===== src/rtl/pipe_adder_sv_if.sv =====
// pipe_adder_sv_if: operand/result bundle for the pipelined adder.
// The producer side drives operands and the result-accept strobe; the adder
// side returns ready_in and the registered result.
interface pipe_adder_sv_if #(
   parameter int W = 32
);
   logic         valid_in;
   logic         ready_in;
   logic         sub;
   logic         c_in;
   logic [W-1:0] x_0;
   logic [W-1:0] x_1;
   logic         valid_out;
   logic         ready_out;
   logic [W-1:0] y;
   logic         c_out;
   logic         ovf;

   modport master (
      output valid_in, sub, c_in, x_0, x_1, ready_out,
      input  ready_in, valid_out, y, c_out, ovf
   );

   modport slave (
      input  valid_in, sub, c_in, x_0, x_1, ready_out,
      output ready_in, valid_out, y, c_out, ovf
   );
endinterface


===== src/rtl/pipe_adder_sv.sv =====
// pipe_adder_sv: carry-segmented pipelined adder/subtractor.
// A W-bit add is cut into S chunks of C = W/S bits; stage k resolves chunk k
// and hands its carry to stage k+1, so the critical path is one C-bit adder.
// Every stage carries the full operand and partial-sum words, which keeps the
// operand skew and result de-skew implicit: the low chunks of the partial sum
// fill in as the word moves down the pipe. W must be a multiple of S.
module pipe_adder_sv #(
   parameter int W = 32,
   parameter int S = 4
) (
   input  logic           clk,
   input  logic           rst,
   pipe_adder_sv_if.slave bus
);
   localparam int C  = W / S;
   // Stage S-1 never forwards operands, so operand storage stops one short
   localparam int OD = (S > 1) ? S - 1 : 1;

   logic                  en;

   logic [S-1:0]          stageValid_q, stageValid_d;
   logic [S-1:0]          stageCarry_q, stageCarry_d;
   logic [S-1:0][W-1:0]   stageSum_q, stageSum_d;
   logic [OD-1:0][W-1:0]  opA_q, opA_d;
   logic [OD-1:0][W-1:0]  opB_q, opB_d;
   logic                  ovf_q, ovf_d;

   logic [S-1:0]          srcValid;
   logic [S-1:0]          srcCarry;
   logic [S-1:0][W-1:0]   srcA;
   logic [S-1:0][W-1:0]   srcB;
   logic [S-1:0][W-1:0]   srcSum;
   logic [C:0]            chunkSum;

   // One global enable: the whole pipe moves unless a finished result is
   // stuck at the output. It deliberately ignores valid_in.
   assign en           = bus.ready_out | ~stageValid_q[S-1];
   assign bus.ready_in = en;

   assign bus.valid_out = stageValid_q[S-1];
   assign bus.y         = stageSum_q[S-1];
   assign bus.c_out     = stageCarry_q[S-1];
   assign bus.ovf       = ovf_q;

   // Each stage adds its own chunk to whatever the previous stage (or, for
   // stage 0, the input port) presents; subtraction inverts x_0 once on entry.
   always_comb begin
      srcValid     = '0;
      srcCarry     = '0;
      srcA         = '0;
      srcB         = '0;
      srcSum       = '0;
      stageValid_d = '0;
      stageCarry_d = '0;
      stageSum_d   = '0;
      opA_d        = opA_q;
      opB_d        = opB_q;
      ovf_d        = 1'b0;
      chunkSum     = '0;

      srcValid[0] = bus.valid_in;
      srcA[0]     = bus.x_1;
      srcB[0]     = bus.sub ? ~bus.x_0 : bus.x_0;
      srcSum[0]   = '0;
      srcCarry[0] = bus.c_in;
      for (int k = 1; k < S; k++) begin
         srcValid[k] = stageValid_q[k-1];
         srcA[k]     = opA_q[k-1];
         srcB[k]     = opB_q[k-1];
         srcSum[k]   = stageSum_q[k-1];
         srcCarry[k] = stageCarry_q[k-1];
      end

      for (int k = 0; k < S; k++) begin
         chunkSum = {1'b0, srcA[k][k*C +: C]} + {1'b0, srcB[k][k*C +: C]}
                  + (C+1)'(srcCarry[k]);
         stageValid_d[k]           = srcValid[k];
         stageSum_d[k]             = srcSum[k];
         stageSum_d[k][k*C +: C]   = chunkSum[C-1:0];
         stageCarry_d[k]           = chunkSum[C];
         if (k == S - 1) begin
            // carry into the MSB recovered from the MSB sum bit, xor carry out
            ovf_d = srcA[k][W-1] ^ srcB[k][W-1] ^ chunkSum[C-1] ^ chunkSum[C];
         end
      end

      for (int k = 0; k < S - 1; k++) begin
         opA_d[k] = srcA[k];
         opB_d[k] = srcB[k];
      end
   end

   // Stage registers: cleared asynchronously, advanced together on enable,
   // frozen together (valid bits included) during a stall.
   always_ff @(posedge clk or posedge rst) begin
      if (rst) begin
         stageValid_q <= '0;
         stageCarry_q <= '0;
         stageSum_q   <= '0;
         opA_q        <= '0;
         opB_q        <= '0;
         ovf_q        <= 1'b0;
      end else if (en) begin
         stageValid_q <= stageValid_d;
         stageCarry_q <= stageCarry_d;
         stageSum_q   <= stageSum_d;
         opA_q        <= opA_d;
         opB_q        <= opB_d;
         ovf_q        <= ovf_d;
      end
   end
endmodule

===== src/flat_wrapper.sv =====
// flat-port wrapper written by rule: the top's interface ports become plain ports
module pipe_adder_sv_flat 
#(
   parameter int W = 32,
   parameter int S = 4
)
  (clk, rst, bus_valid_in, bus_sub, bus_c_in, bus_x_0, bus_x_1, bus_ready_out, bus_ready_in, bus_valid_out, bus_y, bus_c_out, bus_ovf);
  pipe_adder_sv_if #(.W(W)) bus_i ();
  input  logic clk;
  input  logic rst;
  input wire logic [$bits(bus_i.valid_in)-1:0] bus_valid_in;
  input wire logic [$bits(bus_i.sub)-1:0] bus_sub;
  input wire logic [$bits(bus_i.c_in)-1:0] bus_c_in;
  input wire logic [$bits(bus_i.x_0)-1:0] bus_x_0;
  input wire logic [$bits(bus_i.x_1)-1:0] bus_x_1;
  input wire logic [$bits(bus_i.ready_out)-1:0] bus_ready_out;
  output wire logic [$bits(bus_i.ready_in)-1:0] bus_ready_in;
  output wire logic [$bits(bus_i.valid_out)-1:0] bus_valid_out;
  output wire logic [$bits(bus_i.y)-1:0] bus_y;
  output wire logic [$bits(bus_i.c_out)-1:0] bus_c_out;
  output wire logic [$bits(bus_i.ovf)-1:0] bus_ovf;
  assign bus_i.valid_in = bus_valid_in;
  assign bus_i.sub = bus_sub;
  assign bus_i.c_in = bus_c_in;
  assign bus_i.x_0 = bus_x_0;
  assign bus_i.x_1 = bus_x_1;
  assign bus_i.ready_out = bus_ready_out;
  assign bus_ready_in = bus_i.ready_in;
  assign bus_valid_out = bus_i.valid_out;
  assign bus_y = bus_i.y;
  assign bus_c_out = bus_i.c_out;
  assign bus_ovf = bus_i.ovf;
  pipe_adder_sv #(.W(W), .S(S)) u_core (.clk(clk), .rst(rst), .bus(bus_i));
endmodule

===== config.mk =====
export PLATFORM = sky130hd
export DESIGN_NAME = pipe_adder_sv_flat
export DESIGN_NICKNAME = d
export VERILOG_FILES = /design/src/rtl/pipe_adder_sv_if.sv /design/src/rtl/pipe_adder_sv.sv /design/src/flat_wrapper.sv
export SDC_FILE = /design/constraint.sdc
export NUM_CORES = 1
export LEC_CHECK = 0
export ABC_CLOCK_PERIOD_IN_PS = 8100
export BUFFER_PORTS_ARGS = -buffer_cell sky130_fd_sc_hd__buf_4
export CORE_UTILIZATION = 35
export DETAILED_ROUTE_END_ITERATION = 6
export GPL_TIMING_DRIVEN = 0
export PLACE_DENSITY = 0.64
export SLEW_MARGIN = 15
export SYNTH_ARGS = -nofsm -noshare
export SYNTH_HDL_FRONTEND = slang
export SYNTH_SLANG_ARGS = --single-unit

===== constraint.sdc =====
create_clock -name clk -period 8.1 [get_ports clk]
set_clock_uncertainty 0.15 [all_clocks]
set_input_delay 1.62 -clock clk [delete_from_list [all_inputs] [get_ports clk]]
set_output_delay 1.62 -clock clk [all_outputs]
set_load 0.005 [all_outputs]

**After elaboration in Yosys (flattened, before gate mapping)**

Cells that the tools add are included.

- Register bits after elaboration: 281
- Logic and storage cells: 28

- Add/subtract/negate cells: 8
- Muxes and demuxes: 1
- Bitwise gates (word level): 6

Operators by type and width:

| kind | number |
|---|---|
| 8-bit by 8-bit adder with 9-bit output | 4 |
| 9-bit by 1-bit adder with 9-bit output | 4 |
| 32-bit two-way mux | 1 |
| 32-bit inverter | 1 |
| 1-bit bitwise XOR | 3 |
| 1-bit inverter | 1 |
| 1-bit OR | 1 |

**Depth between registers and ports, before layout**

Gate-level depths: netlist of run 1.

- Word-level depth: 4
- Gate-level depth with buffers: 10
- Mapped depth without buffers: 8

**Worst setup path before layout of run 1**

No wires, ideal clock.

- Path type: input -> output
- Start point: input bus_ready_out
- End point: output bus_ready_in
- Arrival: 2.227 ns
- Required time: 6.330 ns
- Setup slack: 4.103 ns
- Stages on the path: 5
- Buffers on the path: 3
- Cell sequence: nor2b_1 > buf_2 > inv_2 > buf_2 > buf_2

- Cells in the longest elaborated chain, start to end: 1

Ends and longest elaborated chain:

| item | RTL line | text |
|---|---|---|
| start, declared | flat_wrapper.sv:16 | `input wire logic [$bits(bus_i.ready_out)-1:0] bus_ready_out;` |
| 1-bit OR | pipe_adder_sv.sv:37 | `assign en = bus.ready_out \| ~stageValid_q[S-1];` |
| end, declared | flat_wrapper.sv:17 | `output wire logic [$bits(bus_i.ready_in)-1:0] bus_ready_in;` |

Every way passes these cells.

**Worst setup path after layout of run 1**

Same ends and word-level chain as after synthesis.

==> impl_metrics.ini, run 1 <==
[clocking]
cts.sinks = 185
clk_latency_ns = 0.43
htreeDepth = 4
cts_tree = done
cts_buffers = 17
post_cts.repair.setup_buffers = 0
cts_root_buf = clkbuf_16
cts_max_path_buffers = 2
cts_resized = 0
path_clk_slew_ns = 0.07
holdBufCountCts = 0

[cells_and_area]
syn_to_final_growth_pct = 21.8
final_area_um2 = 10300
post-route-util_pct = 43.6
final_layout_size_suffix_gt1_share_pct = 17.1
n_antenna_cell = 0
fill_cells = 2397
num-nets-final = 1156

[timing]
slew_violations = 0
setup_slack_ns = 3.52
fmax_mhz = 219
relSlewSlack_pct = 47.5
worstMarginPinSlew_ns = 0.788
min_period_ns = 4.58
setup_viol = 0
grt_setup_unrepaired = no
finalHoldViolCount = 0
finalCritPeriodShare_pct = 56.5

[hold_path]
min_path_cells = 2
hold_path.class = reg -> reg
hold_start = u_core.stageValid_q[2]$_DFFE_PP0P_
min_to = u_core.stageValid_q[2]$_DFFE_PP0P_

[placed_design]
pre_cts_ws_ns = 3.53
place_area_um2 = 9650
gp_congestion = 0.879
numPortBuffers = 104
hpwlAfterDp_mm = 14.6

[critical_path]
cp-start-kind = primary input
end_kind = output pin
critPathSlowestCell = buf_2
crit_required_ns = 6.33
critical_path.max_fanout = 10
critPathBufInv = 6
cp_common_cell = buf_2
r2r_slack_ns = 5.73
crit_arrival_ns = 2.81
r2r_end = u_core.stageCarry_q[2]$_DFFE_PP0P_
r2r-start = u_core.opB_d[80]$_DFFE_PP0P_
max_stage_delay_ns = 0.25
path_delay_family = buffers and inverters
crit_chain = buf_4, nor2b_1, buf_2, inv_2, buf_2, buf_2, buf_4
critPathKind = in -> out
reg2reg_depth = 7

[synth]
netlist_area_um2 = 8430
ys_ff_latch = 185
synth_top_area_cell = dfrtp_1
ys.flop_type = dfrtp_1
synth_most_common_cell = nand2_1
async_flop_share_pct = 100
yosysSeqAreaShare_pct = 54.9
syn_nets = 1032
synthTopCellsByCount = 429 x nand2_1, 185 x dfrtp_1, 39 x buf_2, 33 x xnor2_1, 30 x a21oi_1
syn_inst = 926
synth_edf_count = 0
avgSynthCellArea_um2 = 9.10
synth_area_leaders = dfrtp_1 55%, nand2_1 19%, ha_1 4.2%
synth_top_area_share_pct = 54.9
yosysWarnings = 0
synthDistinctLibCells = 45

[die]
start_util_pct = 35.8
io_pins = 106
fp-row-count = 56
dieArea_um2 = 24700
dieHeight_um = 157
die_w_um = 157
core_um2 = 23500

[routing]
remaining_drc_errors = 0
dr.pass1.iters = 5
routedWlPerCell_um = 14.3
wirelength_mm = 19.8
drt_iter0_markers = 360
vias = 6335
via_per_inst = 4.58
antenna_left = 0

[global_routing]
grt_pass1_vias = 6326
grt_antenna_before_repair = 0
track_usage_pct = 17.3
grt_overflow = 0
grt_pass1_wl_mm = 32.4
grt_max_degree = 111

[job]
drv_cap = 0

[power_and_ir_drop]
p_per_area_nw_per_um2 = 384
p_leak_nw = 5.23
vdd_ir_drop_max_uv = 177

[status]
status = complete, no violations
==> registers in the layout (all words and copies together) (netlist names) <==
register / flops
u_core.srcSum: 48
u_core.opA_d: 40
u_core.stageCarry_q: 4
u_core.bus.ovf: 1
u_core.opB_q: 8
u_core.opB_d: 40
u_core.bus.y: 32
u_core.stageValid_q: 4
u_core.opA_q: 8
==> report_power, final <==
group	leakage [nW]	internal [mW]	total, mW	switching (mW)
logic	2.70	0.655	1.48	0.828
registers	2.23	1.34	1.58	0.241
clock network	0.299	0.519	0.876	0.356
==> worst max-delay path by stage <==
stage	startpoint	to	slack [ns]	cells past startpoint
final	bus_ready_out	bus_ready_in	3.52	7
after global routing	bus_ready_out	bus_ready_in	3.43	7
after CTS	bus_ready_out	bus_ready_in	3.52	7
after detailed placement	bus_ready_out	bus_ready_in	3.53	7
after global placement	rst	u_core.opA_d[48]$_DFFE_PP0P_	-0.74	2
after floorplan	rst	u_core.bus.ovf$_DFFE_PP0P_	1.30	1
==> placed cells by master, fill, tap and decap left out, types with 17 or more instances in the layout <==
cell	synthesis	routed
ha_1	28	28
o21ai_0	29	29
buf_2	39	39
buf_4	2	106
dfrtp_1	185	185
clkbuf_16	0	17
a21oi_1	30	30
nand2_1	429	429
xnor2_1	33	33
nor2_1	20	20
==> through the flow <==
| stage | hold slack (ns) | std cells | power [mW] | setup TNS, ns |
|---|---|---|---|---|
| 6_report | 0.313 | 1382 | 3.94 | 0 |
| 5_1_grt | 0.331 | 1382 | 4.26 | 0 |
| 4_1_cts | 0.316 | 1382 | 3.98 | 0 |
| 3_5_place_dp | 0.301 | 1350 | 3.10 | 0 |
| 3_3_place_gp | 0.296 | 1349 | 3.05 | -134.85 |
| 2_1_floorplan | 0.280 | 926 | 2.58 | 0 |
==> layout make-up <==
| class | instances | area (µm²) | area share (%) |
|---|---|---|---|
| plain buffers | 46 | 229 | 2.23 |
| clock buffers | 22 | 484 | 4.71 |
| clock inverters | 10 | 140 | 1.36 |
| inverters | 17 | 71.3 | 0.694 |
| multi-input cells | 678 | 3510 | 34.2 |
| flip-flops and latches | 185 | 4630 | 45.1 |
| well taps | 319 | 399 | 3.89 |
| repair buffers | 105 | 808 | 7.87 |
==> worst register-to-register path, cell delays in order (launching register included) <==
cell and delay (ns):
dfrtp_1 0.40, fa_1 0.47, fa_1 0.42, a21o_1 0.18, a21oi_1 0.21, o21bai_1 0.14
a31oi_1 0.21, o31ai_1 0.08
==> routing by layer <==
layer	wire length (µm)	share of wire (%)	track usage, %	up-vias
met5	0	0	0	-
met4	376	1.9	5.36	0
met3	754	3.8	3.77	22
met2	9630	49	29.1	124
met1	9000	46	22.0	2980
li1	-	-	-	3209
==> cell families after synthesis <==
| kind of cell | synth area share (%) |
|---|---|
| AOI/OAI and AO/OA | 7.98 |
| adders and majority gates | 6.06 |
| and+or+nand+nor | 22.5 |
| xor gates and xnor gates | 4.99 |
| buffers and inverters | 3.47 |
| muxes | 0.119 |
| DFF | 54.9 |
(Power assumes the default switching activity.)
==> inputs of run 2 (changes only) <==
--- a/config.mk
+++ b/config.mk
@@ -5,7 +5,8 @@
 export SDC_FILE = /design/constraint.sdc
 export NUM_CORES = 1
 export LEC_CHECK = 0
-export ABC_CLOCK_PERIOD_IN_PS = 8100
+export ABC_AREA = 1
+export ABC_CLOCK_PERIOD_IN_PS = 4700
 export BUFFER_PORTS_ARGS = -buffer_cell sky130_fd_sc_hd__buf_4
 export CORE_UTILIZATION = 35
 export DETAILED_ROUTE_END_ITERATION = 6
==> constraint.sdc (replaced) <==
create_clock -name clk -period 4.7 [get_ports clk]
set_clock_uncertainty 0.15 [all_clocks]
set_input_delay 0.94 -clock clk [delete_from_list [all_inputs] [get_ports clk]]
set_output_delay 0.94 -clock clk [all_outputs]
set_load 0.005 [all_outputs]
==> impl_metrics.ini, run 2 <==
[critical_path]
cp.depth = 6
crit_chain = buf_4, nor2_4, inv_2, buf_6, buf_2, buf_4
crit_start = bus_ready_out
critPathKind = in -> out
critical_path.max_fanout = 10
cp-endpoint = bus_ready_in
r2r_end = u_core.bus.ovf$_DFFE_PP0P_
critPathBufInv = 5
critPathSlowestCell = nor2_4
crit_required_ns = 3.61
cp-start-kind = primary input
r2r-start = u_core.opB_q[88]$_DFFE_PP0P_
r2r_slack_ns = 2.36
max_stage_delay_ns = 0.23
end_kind = output pin
cp_common_cell = buf_4
reg2reg_depth = 10
path_delay_family = buffers and inverters
crit_arrival_ns = 1.90

[die]
die_w_um = 159
dieHeight_um = 159
core_um2 = 24200
dieArea_um2 = 25300
io_pins = 106
fp-row-count = 57
start_util_pct = 35.6

[power_and_ir_drop]
switching_share_pct = 39.6
p_leak_nw = 5.48
intPower_mw = 4.10
seq_power_share_pct = 40.2
power_switching_mw = 2.69
power.total_mw = 6.79
power_frac_comb_pct = 39.1
pwr-share-clk_pct = 20.7
p_per_area_nw_per_um2 = 646
vdd_ir_drop_max_uv = 248

[status]
status = complete, no violations

[cells_and_area]
regArea_um2 = 4630
final_cell_mix = 468 x nand2_1, 185 x dfrtp_1, 123 x buf_4, 77 x o21ai_0, 70 x inv_1
n_antenna_cell = 0
post-route-util_pct = 43.3
final_layout_size_suffix_gt1_share_pct = 15.9
final_area_um2 = 10500
fill_cells = 2478
syn_to_final_growth_pct = 21.6
mostFrequentLayoutCell = nand2_1
num-nets-final = 1242
multiInputGateArea_um2 = 3470
largest_reg_flops = 48

[clocking]
cts_tree = done
post_cts.repair.setup_buffers = 0
cts_max_path_buffers = 2
clk_latency_ns = 0.44
holdBufCountCts = 0
cts_resized = 0
cts.sinks = 185
cts_buffers = 17
path_clk_slew_ns = 0.07
cts_root_buf = clkbuf_16
htreeDepth = 4

[timing]
relSlewSlack_pct = 53.0
slew_violations = 0
hold_ws_ns = 0.319
fmax_mhz = 335
min_period_ns = 2.99
worstMarginPinSlew_ns = 0.703
grt_setup_unrepaired = no
finalCritPeriodShare_pct = 63.5
fin_tns_setup_ns = 0
setup_viol = 0
finalHoldViolCount = 0

[placed_design]
hpwlAfterDp_mm = 15.3
place_area_um2 = 9930
gp_congestion = 0.817
numPortBuffers = 104

[global_routing]
grt_antenna_before_repair = 0
gr-usage-met1_pct = 23.5
grt_pass1_vias = 6797
grt_overflow = 0
grt_max_degree = 37
top_usage_layer = met2
grt_pass1_wl_mm = 34.9
track_usage_pct = 17.5
met3_usage_pct = 3.70
grt_use_met2_pct = 28.6

[hold_path]
hold_path.class = reg -> reg

[job]
drv_cap = 0

[routing]
dr.pass1.iters = 5
remaining_drc_errors = 0
via_per_inst = 4.53
routedWlPerCell_um = 14.1
antenna_left = 0
wirelength_mm = 20.8
vias = 6670
drt_iter0_markers = 394

[synth]
yosysSeqAreaShare_pct = 53.6
netlist_area_um2 = 8640
synth_edf_count = 0
ys_ff_latch = 185
synth_most_common_cell = nand2_1
synth_top_area_cell = dfrtp_1
yosysWarnings = 0
synthDistinctLibCells = 24
synth_top_area_share_pct = 53.6
syn_nets = 1114
synthTopCellsByCount = 468 x nand2_1, 185 x dfrtp_1, 77 x o21ai_0, 71 x inv_1, 32 x xnor2_1
avgSynthCellArea_um2 = 8.57
async_flop_share_pct = 100
syn_inst = 1008
ys.flop_type = dfrtp_1
synth_area_leaders = dfrtp_1 54%, nand2_1 20%, o21ai_0 4.5%
run 2: cell families (layout without fill, tap and decap cells):
logic type                 count (synthesis)  in the layout  share of synthesized area, %
and+or+nand+nor                          531            531                          24.3
xor gates and xnor gates                  41             41                          4.16
DFF                                      185            185                          53.6
AOI/OAI and AO/OA                         99             99                          5.78
adders and majority gates                 36             36                          5.91
buffers and inverters                    116            257                          6.30
run 2: area by class of cell:
class	count	area share [%]
Timing Repair Buffer	109	8.38
Sequential cell	185	44.1
Multi-Input combinational cell	707	33.0
Inverter	72	2.61
Clock inverter	15	1.46
Buffer	44	2.61
Tap cell	324	3.86
Clock buffer	17	4.05
run 2: worst min-delay path by stage:
stage,from,endpoint,slack (ns),cells past startpoint
CTS,u_core.opA_d[54]$_DFFE_PP0P_,u_core.opA_d[86]$_DFFE_PP0P_,0.32,2
global placement,u_core.stageValid_q[2]$_DFFE_PP0P_,u_core.stageValid_q[3]$_DFFE_PP0P_,0.29,2
floorplan,u_core.stageValid_q[2]$_DFFE_PP0P_,u_core.stageValid_q[3]$_DFFE_PP0P_,0.27,2
finish,u_core.stageValid_q[2]$_DFFE_PP0P_,u_core.stageValid_q[3]$_DFFE_PP0P_,0.32,2
global route,u_core.opA_d[54]$_DFFE_PP0P_,u_core.opA_d[86]$_DFFE_PP0P_,0.34,2
detailed placement,u_core.opA_d[54]$_DFFE_PP0P_,u_core.opA_d[86]$_DFFE_PP0P_,0.30,2
run 2: per-layer routing:
| layer | part of all wire, % | up-vias | wire length [µm] |
|---|---|---|---|
| met3 | 4.6 | 22 | 956 |
| met4 | 1.4 | 0 | 290 |
| met1 | 47 | 3119 | 9690 |
| li1 | - | 3395 | - |
| met2 | 47 | 134 | 9820 |
| met5 | 0 | - | 0 |
run 2: worst reg2reg max path: stages, from the launching register on:
cell     delay (ns)
dfrtp_1        0.42
fa_1           0.47
fa_1           0.40
nand2_1        0.10
nand2_1        0.10
nand2_1        0.11
nor2_1         0.05
nor2_1         0.19
nand2_1        0.08
nand3_1        0.09
nand2_1        0.06
run 2: through the flow:
| stage | worst slack, ns | instances |
|---|---|---|
| 2_1_floorplan | 1.23 | 1008 |
| 3_3_place_gp | 0.105 | 1436 |
| 3_5_place_dp | 1.59 | 1441 |
| 6_report | 1.71 | 1473 |
| 4_1_cts | 1.72 | 1473 |
| 5_1_grt | 1.68 | 1473 |
run 2: power by group through the flow:
stage | logic, mW | registers [mW] | clock network, mW
2_1_floorplan | 1.80 | 2.63 | 0
4_1_cts | 2.68 | 2.73 | 1.43
6_report | 2.65 | 2.73 | 1.40
5_1_grt | 3.08 | 2.82 | 1.50
3_5_place_dp | 2.65 | 2.76 | 0
3_3_place_gp | 2.57 | 2.76 | 0
==> inputs of run 3 (changes only) <==
--- a/config.mk
+++ b/config.mk
@@ -6,12 +6,12 @@
 export NUM_CORES = 1
 export LEC_CHECK = 0
 export ABC_AREA = 1
-export ABC_CLOCK_PERIOD_IN_PS = 4700
+export ABC_CLOCK_PERIOD_IN_PS = 2600
 export BUFFER_PORTS_ARGS = -buffer_cell sky130_fd_sc_hd__buf_4
 export CORE_UTILIZATION = 35
 export DETAILED_ROUTE_END_ITERATION = 6
 export GPL_TIMING_DRIVEN = 0
-export PLACE_DENSITY = 0.64
+export PLACE_DENSITY = 0.66
 export SLEW_MARGIN = 15
 export SYNTH_ARGS = -nofsm -noshare
 export SYNTH_HDL_FRONTEND = slang
==> constraint.sdc (replaced) <==
create_clock -name clk -period 2.6 [get_ports clk]
set_clock_uncertainty 0.15 [all_clocks]
set_input_delay 0.52 -clock clk [delete_from_list [all_inputs] [get_ports clk]]
set_output_delay 0.52 -clock clk [all_outputs]
set_load 0.005 [all_outputs]
==> impl_metrics.ini, run 3 (synthesis results as in run 2) <==
[placed_design]
gp_congestion = 0.797
numPortBuffers = 104
hpwlAfterDp_mm = 15.5

[job]
drv_cap = 0

[die]
start_util_pct = 35.6
dieHeight_um = 159
io_pins = 106
die_w_um = 159
fp-row-count = 57
core_um2 = 24200
dieArea_um2 = 25300

[power_and_ir_drop]
power_frac_comb_pct = 38.7
pwr-share-clk_pct = 21.3
vdd_ir_drop_max_uv = 428
switching_share_pct = 39.4
seq_power_share_pct = 40.0
intPower_mw = 7.52
p_per_area_nw_per_um2 = 1180
power.total_mw = 12.4
power_switching_mw = 4.88
p_leak_nw = 5.50

[routing]
dr.pass1.iters = 4
antenna_left = 0
drt_iter0_markers = 393
vias = 6672
routedWlPerCell_um = 14.2
wirelength_mm = 20.9
via_per_inst = 4.53
remaining_drc_errors = 0

[cells_and_area]
num-nets-final = 1242
n_antenna_cell = 0
syn_to_final_growth_pct = 21.9
final_cell_mix = 468 x nand2_1, 185 x dfrtp_1, 123 x buf_4, 77 x o21ai_0, 70 x inv_1
mostFrequentLayoutCell = nand2_1
largest_reg_flops = 48
final_layout_size_suffix_gt1_share_pct = 15.9

[clocking]
cts_buffers = 17
cts_max_path_buffers = 2
cts_root_buf = clkbuf_16
holdBufCountCts = 0
cts_tree = done
clk_latency_ns = 0.44
cts_resized = 0
htreeDepth = 4
post_cts.repair.setup_buffers = 0
path_clk_slew_ns = 0.08
cts.sinks = 185

[critical_path]
r2r_slack_ns = 0.25
end_kind = register
crit_required_ns = 2.79
crit_arrival_ns = 2.53
r2r_end = u_core.bus.ovf$_DFFE_PP0P_
r2r-start = u_core.opB_q[88]$_DFFE_PP0P_
critPathKind = reg -> reg
reg2reg_depth = 10
cp-start-kind = register
critical_path.max_fanout = 3

[global_routing]
grt_pass1_wl_mm = 34.7
track_usage_pct = 17.4
grt_max_degree = 38
grt_antenna_before_repair = 0
grt_pass1_vias = 6814
grt_overflow = 0

[timing]
finalCritPeriodShare_pct = 90.2
grt_setup_unrepaired = no
worstMarginPinSlew_ns = 0.709
min_period_ns = 2.35
relSlewSlack_pct = 52.6
finalHoldViolCount = 0
setup_viol = 0
slew_violations = 0
fmax_mhz = 426
fin_tns_setup_ns = 0

[status]
status = complete, no violations

[hold_path]
hold_path.class = in -> async
-- run 3: changes by cell type in the layout (fill, tap and decap cells not counted), sizes merged --
cell,change
clkinvlp,-1
inv,+2
clkinv,-2
bufinv,+1
-- run 3: worst max-delay path by stage --
| stage | from | end | slack [ns] | cells after the start |
|---|---|---|---|---|
| 6_report | u_core.opB_q[88]$_DFFE_PP0P_ | u_core.bus.ovf$_DFFE_PP0P_ | 0.25 | 10 |
| 5_1_grt | u_core.opB_q[88]$_DFFE_PP0P_ | u_core.bus.ovf$_DFFE_PP0P_ | 0.12 | 10 |
| 4_1_cts | u_core.stageValid_q[3]$_DFFE_PP0P_ | bus_ready_in | 0.23 | 6 |
| 3_5_place_dp | bus_sub | u_core.srcSum[36]$_DFFE_PP0P_ | -0.07 | 10 |
| 3_3_place_gp | rst | u_core.srcSum[34]$_DFFE_PP0P_ | -1.56 | 2 |
| 2_1_floorplan | rst | u_core.bus.ovf$_DFFE_PP0P_ | -0.45 | 1 |
-- run 3: area by class of cell --
cell class,count,area [µm²]
buffer,44,274
clock buffer,17,425
clock inverter,15,173
fill,2429,13700
inverter,72,274
multi-input combinational,707,3470
sequential,185,4630
tap,324,405
timing repair buffer,109,881
-- run 3: per-stage QoR --
step / std cells / instance area [µm²] / hold WS [ns] / setup WS (ns) / utilization (%)
3_5_place_dp: 1441 / 9930 / 0.303 / -0.0687 / 40.9
5_1_grt: 1473 / 10500 / 0.0890 / 0.124 / 43.4
4_1_cts: 1473 / 10500 / 0.0515 / 0.235 / 43.4
6_report: 1473 / 10500 / 0.0357 / 0.254 / 43.4
2_1_floorplan: 1008 / 8640 / 0.273 / -0.449 / -
3_3_place_gp: 1436 / 9830 / 0.291 / -1.56 / 40.5
-- run 3: layer usage --
layer | up-vias | part of all wire (%) | global-route usage [%]
met1 | 3145 | 45 | 22.8
li1 | 3397 | - | -
met5 | - | 0 | 0
met3 | 12 | 5.5 | 3.88
met2 | 118 | 48 | 28.6
met4 | 0 | 1.3 | 5.64
-- run 3: critical path, cell delays in order (launching register included) --
cell and delay (ns):
dfrtp_1 0.42, fa_1 0.47, fa_1 0.40, nand2_1 0.10, nand2_1 0.09, nand2_1 0.11, nor2_1 0.05, nor2_1 0.20
nand2_1 0.09, nand3_1 0.10, nand2_1 0.06
-- run 3: power groups by stage --
| stage | logic (mW) | clock network, mW | registers [mW] |
|---|---|---|---|
| 2_1_floorplan | 3.26 | 0 | 4.76 |
| 3_3_place_gp | 4.62 | 0 | 4.98 |
| 3_5_place_dp | 4.80 | 0 | 5.01 |
| 4_1_cts | 4.85 | 2.68 | 4.97 |
| 5_1_grt | 5.52 | 2.80 | 5.10 |
| 6_report | 4.80 | 2.64 | 4.96 |
